==> src/rtl/mdio_responder.sv <==
// PHY-side MDIO (Clause 22) responder: oversamples MDC/MDIO on clk and serves frames from a 32x16 register port.
// Optional build macro MDIO_PRE_SUPPRESS_EN accepts preamble-suppressed frames after the first complete frame.
module mdio_responder #(
    parameter logic [4:0] PHY_ADDR     = 5'b00100,
    parameter int         PREAMBLE_LEN = 32
) (
    input  logic        clk,
    input  logic        rst_n,
    input  logic        mdc,
    input  logic        mdio_i,
    output logic        mdio_o,
    output logic        mdio_t,
    output logic [4:0]  reg_addr,
    output logic        reg_rd,
    input  logic [15:0] reg_rdata,
    output logic        reg_wr,
    output logic [15:0] reg_wdata,
    output logic        busy,
    output logic        frame_err
);

    typedef enum logic [3:0] {
        IDLE, ST2, OP, PHYAD, REGAD, TA, RDATA, WDATA, SKIP
    } state_e;

    localparam logic [5:0] PRE_LEN = 6'(PREAMBLE_LEN);

    state_e      state_q, state_d;
    logic [1:0]  mdcSync_q, mdioSync_q;
    logic        mdcPrev_q;
    logic        rise, mdioBit, preOk;
    logic [5:0]  preCnt_q, preCnt_d;
    logic [4:0]  bitCnt_q, bitCnt_d;
    logic        isRead_q, isRead_d;
    logic        firstBit_q, firstBit_d;
    logic [4:0]  phyAd_q, phyAd_d;
    logic [4:0]  regAd_q, regAd_d;
    logic [15:0] shift_q, shift_d;
    logic        rdCap_q;
    logic        mdioO_q, mdioO_d;
    logic        mdioT_q, mdioT_d;
    logic [4:0]  regAddr_q, regAddr_d;
    logic        regRd_q, regRd_d;
    logic        regWr_q, regWr_d;
    logic [15:0] regWdata_q, regWdata_d;
    logic        busy_q;
    logic        frameErr_q, frameErr_d;

    always_ff @(posedge clk or negedge rst_n) begin
        if (!rst_n) begin
            mdcSync_q  <= 2'b00;
            mdioSync_q <= 2'b11;
            mdcPrev_q  <= 1'b0;
        end else begin
            mdcSync_q  <= {mdcSync_q[0], mdc};
            mdioSync_q <= {mdioSync_q[0], mdio_i};
            mdcPrev_q  <= mdcSync_q[1];
        end
    end

    assign rise    = mdcSync_q[1] & ~mdcPrev_q;
    assign mdioBit = mdioSync_q[1];

`ifdef MDIO_PRE_SUPPRESS_EN
    logic sawFrame_q;

    // Any frame that runs to its natural end unlocks preamble suppression.
    always_ff @(posedge clk or negedge rst_n) begin
        if (!rst_n) begin
            sawFrame_q <= 1'b0;
        end else if (rise && state_d == IDLE &&
                     (state_q == RDATA || state_q == WDATA || state_q == SKIP)) begin
            sawFrame_q <= 1'b1;
        end
    end

    assign preOk = (preCnt_q >= PRE_LEN) || (sawFrame_q && preCnt_q != 6'd0);
`else
    assign preOk = (preCnt_q >= PRE_LEN);
`endif

    always_ff @(posedge clk or negedge rst_n) begin
        if (!rst_n) begin
            state_q    <= IDLE;
            preCnt_q   <= '0;
            bitCnt_q   <= '0;
            isRead_q   <= 1'b0;
            firstBit_q <= 1'b0;
            phyAd_q    <= '0;
            regAd_q    <= '0;
            shift_q    <= '0;
            rdCap_q    <= 1'b0;
            mdioO_q    <= 1'b1;
            mdioT_q    <= 1'b1;
            regAddr_q  <= '0;
            regRd_q    <= 1'b0;
            regWr_q    <= 1'b0;
            regWdata_q <= '0;
            busy_q     <= 1'b0;
            frameErr_q <= 1'b0;
        end else begin
            state_q    <= state_d;
            preCnt_q   <= preCnt_d;
            bitCnt_q   <= bitCnt_d;
            isRead_q   <= isRead_d;
            firstBit_q <= firstBit_d;
            phyAd_q    <= phyAd_d;
            regAd_q    <= regAd_d;
            shift_q    <= shift_d;
            rdCap_q    <= regRd_q;
            mdioO_q    <= mdioO_d;
            mdioT_q    <= mdioT_d;
            regAddr_q  <= regAddr_d;
            regRd_q    <= regRd_d;
            regWr_q    <= regWr_d;
            regWdata_q <= regWdata_d;
            busy_q     <= (state_d != IDLE);
            frameErr_q <= frameErr_d;
        end
    end

    // Read data is taken one clk after the strobe; the TA2 rise is always many clks later.
    always_comb begin
        state_d    = state_q;
        preCnt_d   = preCnt_q;
        bitCnt_d   = bitCnt_q;
        isRead_d   = isRead_q;
        firstBit_d = firstBit_q;
        phyAd_d    = phyAd_q;
        regAd_d    = regAd_q;
        shift_d    = rdCap_q ? reg_rdata : shift_q;
        mdioO_d    = mdioO_q;
        mdioT_d    = mdioT_q;
        regAddr_d  = regAddr_q;
        regRd_d    = 1'b0;
        regWr_d    = 1'b0;
        regWdata_d = regWdata_q;
        frameErr_d = 1'b0;

        if (rise) begin
            case (state_q)
                IDLE: begin
                    if (mdioBit) begin
                        if (preCnt_q != 6'h3F) preCnt_d = preCnt_q + 6'd1;
                    end else begin
                        preCnt_d = '0;
                        if (preOk) state_d = ST2;
                    end
                end
                ST2: begin
                    bitCnt_d = '0;
                    if (mdioBit) begin
                        state_d = OP;
                    end else begin
                        state_d    = IDLE;
                        frameErr_d = 1'b1;
                    end
                end
                OP: begin
                    if (bitCnt_q == 5'd0) begin
                        firstBit_d = mdioBit;
                        bitCnt_d   = 5'd1;
                    end else begin
                        bitCnt_d = '0;
                        if (firstBit_q != mdioBit) begin
                            isRead_d = firstBit_q;
                            state_d  = PHYAD;
                        end else begin
                            state_d    = IDLE;
                            frameErr_d = 1'b1;
                        end
                    end
                end
                PHYAD: begin
                    phyAd_d = {phyAd_q[3:0], mdioBit};
                    if (bitCnt_q == 5'd4) begin
                        bitCnt_d = '0;
                        state_d  = REGAD;
                    end else begin
                        bitCnt_d = bitCnt_q + 5'd1;
                    end
                end
                REGAD: begin
                    regAd_d = {regAd_q[3:0], mdioBit};
                    if (bitCnt_q == 5'd4) begin
                        bitCnt_d = '0;
                        if (phyAd_q != PHY_ADDR) begin
                            state_d = SKIP;
                        end else begin
                            regAddr_d = {regAd_q[3:0], mdioBit};
                            regRd_d   = isRead_q;
                            state_d   = TA;
                        end
                    end else begin
                        bitCnt_d = bitCnt_q + 5'd1;
                    end
                end
                TA: begin
                    if (bitCnt_q == 5'd0) begin
                        bitCnt_d   = 5'd1;
                        firstBit_d = mdioBit;
                        if (isRead_q) begin
                            mdioT_d = 1'b0;
                            mdioO_d = 1'b0;
                        end
                    end else begin
                        bitCnt_d = '0;
                        if (isRead_q) begin
                            mdioO_d = shift_q[15];
                            shift_d = {shift_q[14:0], 1'b0};
                            state_d = RDATA;
                        end else if (firstBit_q && !mdioBit) begin
                            state_d = WDATA;
                        end else begin
                            state_d    = IDLE;
                            frameErr_d = 1'b1;
                        end
                    end
                end
                RDATA: begin
                    if (bitCnt_q == 5'd15) begin
                        mdioT_d = 1'b1;
                        mdioO_d = 1'b1;
                        state_d = IDLE;
                    end else begin
                        mdioO_d  = shift_q[15];
                        shift_d  = {shift_q[14:0], 1'b0};
                        bitCnt_d = bitCnt_q + 5'd1;
                    end
                end
                WDATA: begin
                    shift_d = {shift_q[14:0], mdioBit};
                    if (bitCnt_q == 5'd15) begin
                        regWdata_d = {shift_q[14:0], mdioBit};
                        regWr_d    = 1'b1;
                        state_d    = IDLE;
                    end else begin
                        bitCnt_d = bitCnt_q + 5'd1;
                    end
                end
                SKIP: begin
                    if (bitCnt_q == 5'd17) begin
                        state_d = IDLE;
                    end else begin
                        bitCnt_d = bitCnt_q + 5'd1;
                    end
                end
                default: state_d = IDLE;
            endcase
        end
    end

    assign mdio_o    = mdioO_q;
    assign mdio_t    = mdioT_q;
    assign reg_addr  = regAddr_q;
    assign reg_rd    = regRd_q;
    assign reg_wr    = regWr_q;
    assign reg_wdata = regWdata_q;
    assign busy      = busy_q;
    assign frame_err = frameErr_q;

endmodule

==> config.mk <==
export PLATFORM = sky130hd
export DESIGN_NAME = mdio_responder
export DESIGN_NICKNAME = d
export VERILOG_FILES = /design/src/rtl/mdio_responder.sv
export SDC_FILE = /design/constraint.sdc
export NUM_CORES = 1
export LEC_CHECK = 0
export CAP_MARGIN = 10
export CORE_UTILIZATION = 30
export DETAILED_ROUTE_END_ITERATION = 8
export GPL_TIMING_DRIVEN = 0
export PLACE_DENSITY_LB_ADDON = 0.1
export SYNTH_ARGS = -nofsm -noshare
export SYNTH_HDL_FRONTEND = slang
export SYNTH_SLANG_ARGS = --single-unit
==> constraint.sdc <==
create_clock -name clk -period 4.8 [get_ports clk]
set_input_delay 0.72 -clock clk [delete_from_list [all_inputs] [get_ports clk]]
set_output_delay 0.72 -clock clk [all_outputs]
set_load 0.005 [all_outputs]
; ---- Word-level counts from Yosys, hierarchy flattened
; Index checks and enable logic that the tools add are counted.
[classes]
addsub = 2
magnitude_cmp = 1
n_eq_ne = 20
muxes = 51
bitwise = 4
n_reduce_logical = 20
[ops]
columns = operator, count
row1 = 16-bit 2-to-1 mux, 5
row2 = 16-bit case mux with 3 select lines, 1
row3 = 4-bit 2-to-1 mux, 10
row4 = 4-bit case mux with 8 select lines, 1
row5 = 5-bit case mux with 5 select lines, 1
row6 = 1-bit 2-to-1 mux, 21
row7 = "4-bit by 3-bit == test with 1-bit output, second input constant", 4
row8 = 5-bit 2-to-1 mux, 3
row9 = 6-bit 2-to-1 mux, 2
row10 = 3-bit AND reduction, 4
row11 = 4-bit AND reduction, 3
row12 = "2-bit != test, second input constant", 5
row13 = "4-bit by 2-bit == test with 1-bit output, second input constant", 2
row14 = "6-bit by 1-bit adder with 6-bit output, second input constant", 1
row15 = "6-bit greater-or-equal comparator, second input constant", 1
row16 = 3-bit 2-to-1 mux, 2
row17 = "6-bit != test, second input constant", 1
row18 = 2-bit OR reduction, 3
row19 = "5-bit by 1-bit adder with 5-bit output, second input constant", 1
row20 = "5-bit by 3-bit == test with 1-bit output, second input constant", 1
row21 = "5-bit by 4-bit == test with 1-bit output, second input constant", 1
row22 = "5-bit == test, second input constant", 1
row23 = 5-bit logical NOT, 1
row24 = "5-bit by 3-bit != test with 1-bit output, second input constant", 1
row25 = 17 further kinds, 22
[totals]
reg_bits = 75
elab_cells = 118

; ---- Depth between registers and ports, before layout
; Gate-level depths: netlist (run 1).
[depth]
ltp_word = 8
ltp_mapped = 9
depth_no_buf = 8

; ---- Worst setup path after synthesis (run 1)
; Ideal clock, no wire load.
[synth_timing]
kind = register -> register
from = reg bitCnt_q[0]
to = reg busy_q, in the netlist busy
setup_ns = 0.138
t_arrival_ns = 1.893
required_time_ns = 4.662
slack_ns = 2.768
path_stages_with_launch = 9
n_path_buf = 0
period_less_slack_ns = 2.032
cell_sequence = dfrtp_1 -> ha_1 -> and3_1 -> ha_1 -> inv_1 -> and3_1 -> o21ai_0 -> nand3_1 -> or4_1
[synth_via]
elab_chain_cells = 5
word_cells_on_any_way = 13
cone_classes = eq/ne: 3 / mux: 8 / reduce/logical: 2
[synth_rtl]
columns = element, line_no
row1 = from (decl), 33  ; logic [4:0] bitCnt_q, bitCnt_d;
row2 = from (signal assigned), 104  ; bitCnt_q <= bitCnt_d;
row3 = "5-bit == test, or another cell as far along", 242  ; if (bitCnt_q == 5'd17) begin
row4 = "4-bit 2-to-1 mux, or another cell as far along", 242
row5 = 4-bit case mux with 8 select lines (*), 141  ; case (state_q)
row6 = 4-bit 2-to-1 mux (*), 140  ; if (rise) begin
row7 = net state_d[2], 28  ; state_e state_q, state_d;
row8 = 4-bit nonzero test (*), 117  ; busy_q <= (state_d != IDLE);
row9 = to (signal assigned), 117
row10 = to (decl), 46  ; logic busy_q;
; Mark *: on every way through the listed nets, which the timed path passes. The rest lies on a longest branch.
; A chain may end at the register's enable or synchronous reset.

; ---- Worst setup path in the final report (run 1)
[layout_timing]
from = reg bitCnt_q[0]
to = reg shift_q[1]
[layout_via]
elab_chain_cells = 4
word_cells_on_any_way = 6
cone_classes = eq/ne: 1 / mux: 4 / reduce/logical: 1
[layout_rtl]
columns = element, line_no
row1 = 5-bit by 4-bit == test with 1-bit output or 5-bit logical NOT (tied branches), "221, 199"
row2 = "16-bit 2-to-1 mux, on equally long branches", "221, 199"
row3 = 16-bit case mux with 3 select lines (*), 141
row4 = 16-bit 2-to-1 mux (*), 140
row5 = net shift_d[1], 38  ; logic [15:0] shift_q, shift_d;
row6 = to (signal assigned), 109  ; shift_q <= shift_d;
row7 = to (decl), 38
; Marks and branches as above.

==> results of run 1 <==
==> critical path: cells and delay by family, from the launching register on <==
| kind | cells | cell delay (ns) |
|---|---|---|
| AND/OR/NAND/NOR | 1 | 0.18 |
| AO/OA/AOI/OAI | 3 | 0.60 |
| adder cells (fa/ha/maj) | 2 | 0.51 |
| buffers and inverters | 2 | 0.51 |
| flip-flops | 1 | 0.43 |
==> layout by cell type, fill, tap and decap left out, drive strengths merged, types with 12 or more instances in the layout <==
| cell | netlist | final |
|---|---|---|
| clkbuf | 7 | 17 |
| nand2 | 33 | 33 |
| clkdlybuf4s50 | 0 | 45 |
| dfrtp | 71 | 71 |
| inv | 10 | 12 |
| o21ai | 34 | 34 |
| mux2 | 29 | 29 |
| mux2i | 17 | 17 |
| nor2 | 18 | 18 |
==> metrics by stage <==
step	hold slack, ns	std cells	setup slack (ns)
finish	0.313	528	2.42
CTS	0.320	528	2.39
global route	0.325	528	2.25
floorplan	0.331	322	2.77
detailed placement	0.345	512	2.43
global placement	0.340	511	0.198
==> area by class of cell <==
class                           instances  share of cell area
Buffer                                 15              0.0164
Inverter                               10             0.00818
Clock buffer                           10              0.0521
Sequential cell                        75               0.410
Tap cell                              143              0.0390
Timing Repair Buffer                   47               0.106
Clock inverter                          6              0.0155
Multi-Input combinational cell        222               0.353
==> kinds of logic after synthesis <==
kind of cell	Yosys count	synth area share
simple gates	100	0.162
flops	75	0.521
compound gates	67	0.119
mux	46	0.138
buf+inv	25	0.0312
fa+ha+maj	7	0.0242
xor+xnor	2	0.00485
==> power by group through the flow <==
stage / registers [uW] / logic (uW) / clock network (uW)
floorplan: 856 / 359 / 0
CTS: 881 / 486 / 718
detailed placement: 893 / 483 / 0
global route: 903 / 541 / 748
global placement: 890 / 475 / 0
finish: 880 / 480 / 698
==> state kept, by name (all words and copies together) (netlist names), 2 cells and up <==
signal      cells
bitCnt_q        5
mdcSync_q       2
mdioSync_q      2
phyAd_q         5
preCnt_q        6
regAd_q         4
reg_addr        5
reg_wdata      16
shift_q        16
state_q         4
==> metal layers <==
layer / track usage / up-vias / routed length, um
met4: 0.0459 / 0 / 103
li1: - / 1285 / -
met5: 0 / - / 0
met2: 0.210 / 61 / 3700
met3: 0.0354 / 9 / 342
met1: 0.190 / 1279 / 3950
==> path summary, 6_finish.rpt <==
path | to | slack (ns) | cells after the start
min in group clk | mdioSync_q[1] | 0.36 | 0
worst min-delay path | reg_addr[3] | 0.31 | 1
max in group asynchronous | mdio_o | 3.85 | 2
worst min register to register | mdioSync_q[1] | 0.36 | 0
worst max register to register | shift_q[1] | 2.42 | 8
worst max-delay path | shift_q[1] | 2.42 | 8
==> flow_metrics.py, run 1 <==
metrics = {
    "finish": {
        "syn_to_final_growth_pct": 27.0,
        "final_core_util": 0.397,
        "final_layout_size_suffix_gt1_frac": 0.192,
        "fill_cells": 1140,
        "n_antenna_cell": 0,
        "final_cell_area_um2": 4590,
        "final_nets": 407,
        "multi_input_area_um2": 1620,
        "layout.area.seq_um2": 1880,
    },
    "timing": {
        "rsz0062_at_grt": "false",
        "slew_headroom": 0.508,
        "finalSetupTns_ns": 0,
        "slew_violations": 0,
        "min_period_ns": 2.38,
        "skew_ns": 0.0127,
        "setup_violations": 0,
        "max_freq_mhz": 419,
        "hold_viol_final": 0,
        "tightest_slew_ns": 0.738,
        "final_min_period_over_clock_period": 0.497,
    },
    "power": {
        "power_frac_comb": 0.233,
        "sequentialPowerShare": 0.428,
        "p_clk_frac": 0.339,
        "power_uw": 2060,
        "p_leak_uw": 0.00188,
        "p_sw_uw": 650,
        "internal_power_uw": 1410,
        "power_density_nw_per_um2": 449,
        "irDropWorstVdd_mv": 0.172,
        "switching_share": 0.316,
    },
    "setup_path": {
        "end_kind": "flop",
        "cpMaxStageDelayCell": "dfrtp_1",
        "path_cells": "ha_1 -> and3_1 -> ha_1 -> inv_1 -> o21ai_0 -> a21boi_1 -> clkbuf_1 -> o21ai_0",
        "reg2reg_from": "bitCnt_q[0]",
        "criticalPathCategory": "reg -> reg",
        "critPathMaxFanout": 10,
        "crit_start": "bitCnt_q[0]",
        "crit_arrival_ns": 2.58,
        "critPathLaunchType": "flop",
        "worstPathRequired_ns": 5.00,
        "max_stage_delay_ns": 0.43,
    },
    "placed_design": {
        "hpwlAfterDp_um": 5710,
        "io_buffers": 46,
        "place_area_um2": 4280,
        "gp_congestion": 0.843,
    },
    "cts": {
        "htreeDepth": 3,
        "cts_root_buffer": "clkbuf_16",
        "cts_made_buffers": 9,
        "cts_tree": "done",
        "postCtsSetupRepairBufs": 0,
        "cts_hold_repair.buffers": 0,
        "cts-resized-gates": 0,
        "cts_sinks": 75,
        "clockBufferDepth": 2,
        "clk_pin_slew_ns": 0.07,
        "clock_latency_ns": 0.34,
    },
    "yosys": {
        "ys.flop_type": "dfrtp_1",
        "synth_area_leaders": "dfrtp_1 (49%), mux2_2 (8.7%), mux2i_1 (4.7%)",
        "synth_fp_nets": 349,
        "synthArstFlopShare": 1.00,
        "ys_seq_area_frac": 0.521,
        "synthCells": 322,
        "synth_area_leader_cell": "dfrtp_1",
        "syn-cell-area_um2": 3610,
        "yosys.area.top_type_share": 0.492,
        "synth_common_cells": "dfrtp_1 (71), nand2_1 (31), mux2_2 (28)",
        "ys_seq_elements": 75,
        "ys_types": 61,
        "synth.avg_cell_area_um2": 11.2,
        "ys_warn_count": 0,
        "synth_edf_count": 0,
        "synth_most_common_cell": "dfrtp_1",
    },
    "routing": {
        "first_iter_violations": 183,
        "ant_nets": 0,
        "viasPerCell": 4.99,
        "wl_um": 8090,
        "wire_per_inst_um": 15.3,
        "drc": 4,
        "vias": 2634,
        "drt_first_pass_iters": 9,
    },
    "floorplanning": {
        "chipWidth_um": 112,
        "ios": 47,
        "die_area_um2": 12500,
        "start_util": 0.312,
        "core_um2": 11600,
        "rows": 39,
        "die_y_um": 112,
    },
    "outcome": {
        "violations": "design-rule violations",
        "status": "finished, violations left",
    },
    "global_routing": {
        "grt.overflow.total": 0,
        "grt_pass1_vias": 2574,
        "antenna_found_initial": 0,
        "grt_max_degree": 49,
        "grt_pass1_wl_um": 13500,
        "grt_usage": 0.138,
    },
    "worst_hold_path": {
        "hold_class": "in -> async",
    },
    "run": {
        "drv_cap": 0,
    },
}
Note: power is estimated with default switching activity, not from simulation.
==> run 2: changes to the inputs <==
- clock period: 4.8 -> 2.13 ns (I/O delays scaled with it)
==> run 2 against run 1 <==
The run still ends with design-rule violations left; worst hold slack improved by 0.048 ns; core utilization rose by 1.5 points; clock power grew 130%; register-to-register slack got worse by 2.4 ns; combinational power grew 150%; cell count up 1.7%; cell area grew 3.9%; routed wire length grew 3.8%; sequential cell count stayed put; critical path depth is 1 lower; critical path type unchanged; critical endpoint is now busy; largest cell class unchanged.
==> flow_metrics.py, run 2 (synthesized netlist as in run 1, its figures left out) <==
metrics = {
    "setup_path": {
        "end_kind": "flop",
        "critPathMaxFanout": 3,
        "path_cells": "clkinvlp_4 -> ha_1 -> nor2b_1 -> o21ai_0 -> o2111a_1 -> o32ai_2 -> or4_4",
        "r2r-end": "busy",
        "regToRegSetupSlack_ns": 0.003,
        "cp.buffers_inverters": 1,
        "crit_arrival_ns": 2.33,
        "crit_start": "mdioSync_q[1]",
        "reg2reg_from": "mdioSync_q[1]",
        "worstRegToRegCells": 7,
        "max_stage_delay_ns": 0.57,
        "crit_path_end": "busy",
        "cpLargestDelayFamily": "flip-flops",
        "cp.depth": 7,
        "worstPathRequired_ns": 2.33,
        "cpMaxStageDelayCell": "dfstp_2",
        "criticalPathCategory": "reg -> reg",
        "critPathLaunchType": "flop",
    },
    "global_routing": {
        "antenna_found_initial": 0,
        "gr-usage-met1": 0.193,
        "grt.overflow.total": 0,
        "grt_usage": 0.141,
        "met3_usage": 0.0354,
        "grt_pass1_vias": 2606,
        "met2_usage": 0.217,
        "grt_max_degree": 49,
        "grt_pass1_wl_um": 13800,
        "top_usage_layer": "met2",
    },
    "power": {
        "switching_share": 0.319,
        "irDropWorstVdd_mv": 0.388,
        "power_density_nw_per_um2": 999,
        "p_leak_uw": 0.00193,
        "p_clk_frac": 0.332,
        "internal_power_uw": 3240,
        "power_frac_comb": 0.252,
        "p_sw_uw": 1520,
        "sequentialPowerShare": 0.416,
    },
    "cts": {
        "cts_tree": "done",
        "cts_sinks": 75,
        "htreeDepth": 3,
        "clock_latency_ns": 0.34,
        "cts_made_buffers": 9,
        "clk_pin_slew_ns": 0.06,
        "cts_root_buffer": "clkbuf_16",
        "clockBufferDepth": 2,
    },
    "timing": {
        "tightest_slew_ns": 0.738,
        "hold_viol_final": 0,
        "hold_ws_ns": 0.361,
        "skew_ns": 0.0129,
        "setup_slack_ns": 0.00326,
        "finalSetupTns_ns": 0,
        "min_period_ns": 2.13,
        "slew_headroom": 0.508,
        "final_min_period_over_clock_period": 0.998,
        "setup_violations": 0,
        "max_freq_mhz": 470,
        "rsz0062_at_grt": "true",
        "slew_violations": 0,
    },
    "floorplanning": {
        "ios": 47,
        "rows": 39,
        "start_util": 0.312,
        "chipWidth_um": 112,
        "core_um2": 11600,
        "die_area_um2": 12500,
        "die_y_um": 112,
    },
    "placed_design": {
        "gp_congestion": 0.843,
        "hpwlAfterDp_um": 5710,
        "io_buffers": 46,
        "place_ws_ns": -0.244,
        "place_area_um2": 4280,
    },
    "routing": {
        "wl_um": 8400,
        "first_iter_violations": 148,
        "vias": 2666,
        "drt_first_pass_iters": 9,
        "viasPerCell": 4.96,
        "ant_nets": 0,
        "drc": 4,
        "wire_per_inst_um": 15.6,
    },
    "worst_hold_path": {
        "hold_class": "reg -> reg",
    },
    "finish": {
        "fill_cells": 1124,
        "n_antenna_cell": 0,
        "final_nets": 416,
        "final_common_cell": "dfrtp_1",
        "syn_to_final_growth_pct": 31.9,
        "final_layout_size_suffix_gt1_frac": 0.251,
        "final_cell_area_um2": 4760,
        "final_core_util": 0.412,
        "mostFrequentLayoutCells": "dfrtp_1 (71), clkdlybuf4s50_1 (45), nand2_1 (31)",
    },
    "outcome": {
        "status": "finished, violations left",
        "violations": "design-rule violations",
    },
    "run": {
        "drv_cap": 0,
    },
}
run 2: how the worst min path moves through the flow:
stage / start / endpoint / cells past startpoint
after floorplan: rst_n / bitCnt_q[0] / 0
after global placement: mdcSync_q[0] / mdcSync_q[1] / 0
after detailed placement: rst_n / reg_addr[3] / 1
after CTS: mdioSync_q[0] / mdioSync_q[1] / 0
after global routing: mdioSync_q[0] / mdioSync_q[1] / 0
final: mdioSync_q[0] / mdioSync_q[1] / 0
run 2: per-stage QoR:
step	power, uW	std cells
floorplan	2740	322
global placement	3070	511
detailed placement	3100	512
CTS	4750	533
global route	5060	537
finish	4760	537
run 2: routing by layer:
layer | vias to the layer above | share of wire
li1 | 1301 | -
met1 | 1295 | 0.49
met2 | 59 | 0.46
met3 | 11 | 0.034
met4 | 0 | 0.015
met5 | - | 0
run 2: final cells by class:
cell class / count / area, um2 / area share
buffer: 14 / 73.8 / 0.0155
sequential: 75 / 1880 / 0.395
clock buffer: 10 / 239 / 0.0502
tap: 143 / 179 / 0.0376
timing repair buffer: 57 / 567 / 0.119
multi-input combinational: 222 / 1710 / 0.359
clock inverter: 6 / 71.3 / 0.0150
inverter: 10 / 41.3 / 0.00867
run 2: power by group through the flow:
stage / Clock (uW) / Sequential, uW / Combinational, uW
2_1_floorplan: 0 / 1930 / 810
3_3_place_gp: 0 / 2010 / 1070
4_1_cts: 1620 / 1990 / 1150
5_1_grt: 1690 / 2030 / 1340
3_5_place_dp: 0 / 2010 / 1090
6_report: 1580 / 1980 / 1200
run 2: worst register-to-register path, stage by stage, from the launching register on:
cell        delay (ns)
dfstp_2           0.57
clkinvlp_4        0.13
ha_1              0.24
nor2b_1           0.13
o21ai_0           0.17
o2111a_1          0.24
o32ai_2           0.09
or4_4             0.43
run 2: timing repair:
action                     CTS  global route
gates cloned                 0             0
hold endpoints to repair    25             0
gates resized for setup     20             6
setup endpoints to repair   26            10
pin swaps                    5             5
hold buffers                 1             0
setup buffers                5             4
==> run 3: changes to the inputs <==
- SKIP_LAST_GASP: not set -> 1
==> results of run 3 <==
Final layout, timing and power as in run 2 (identical DEF).
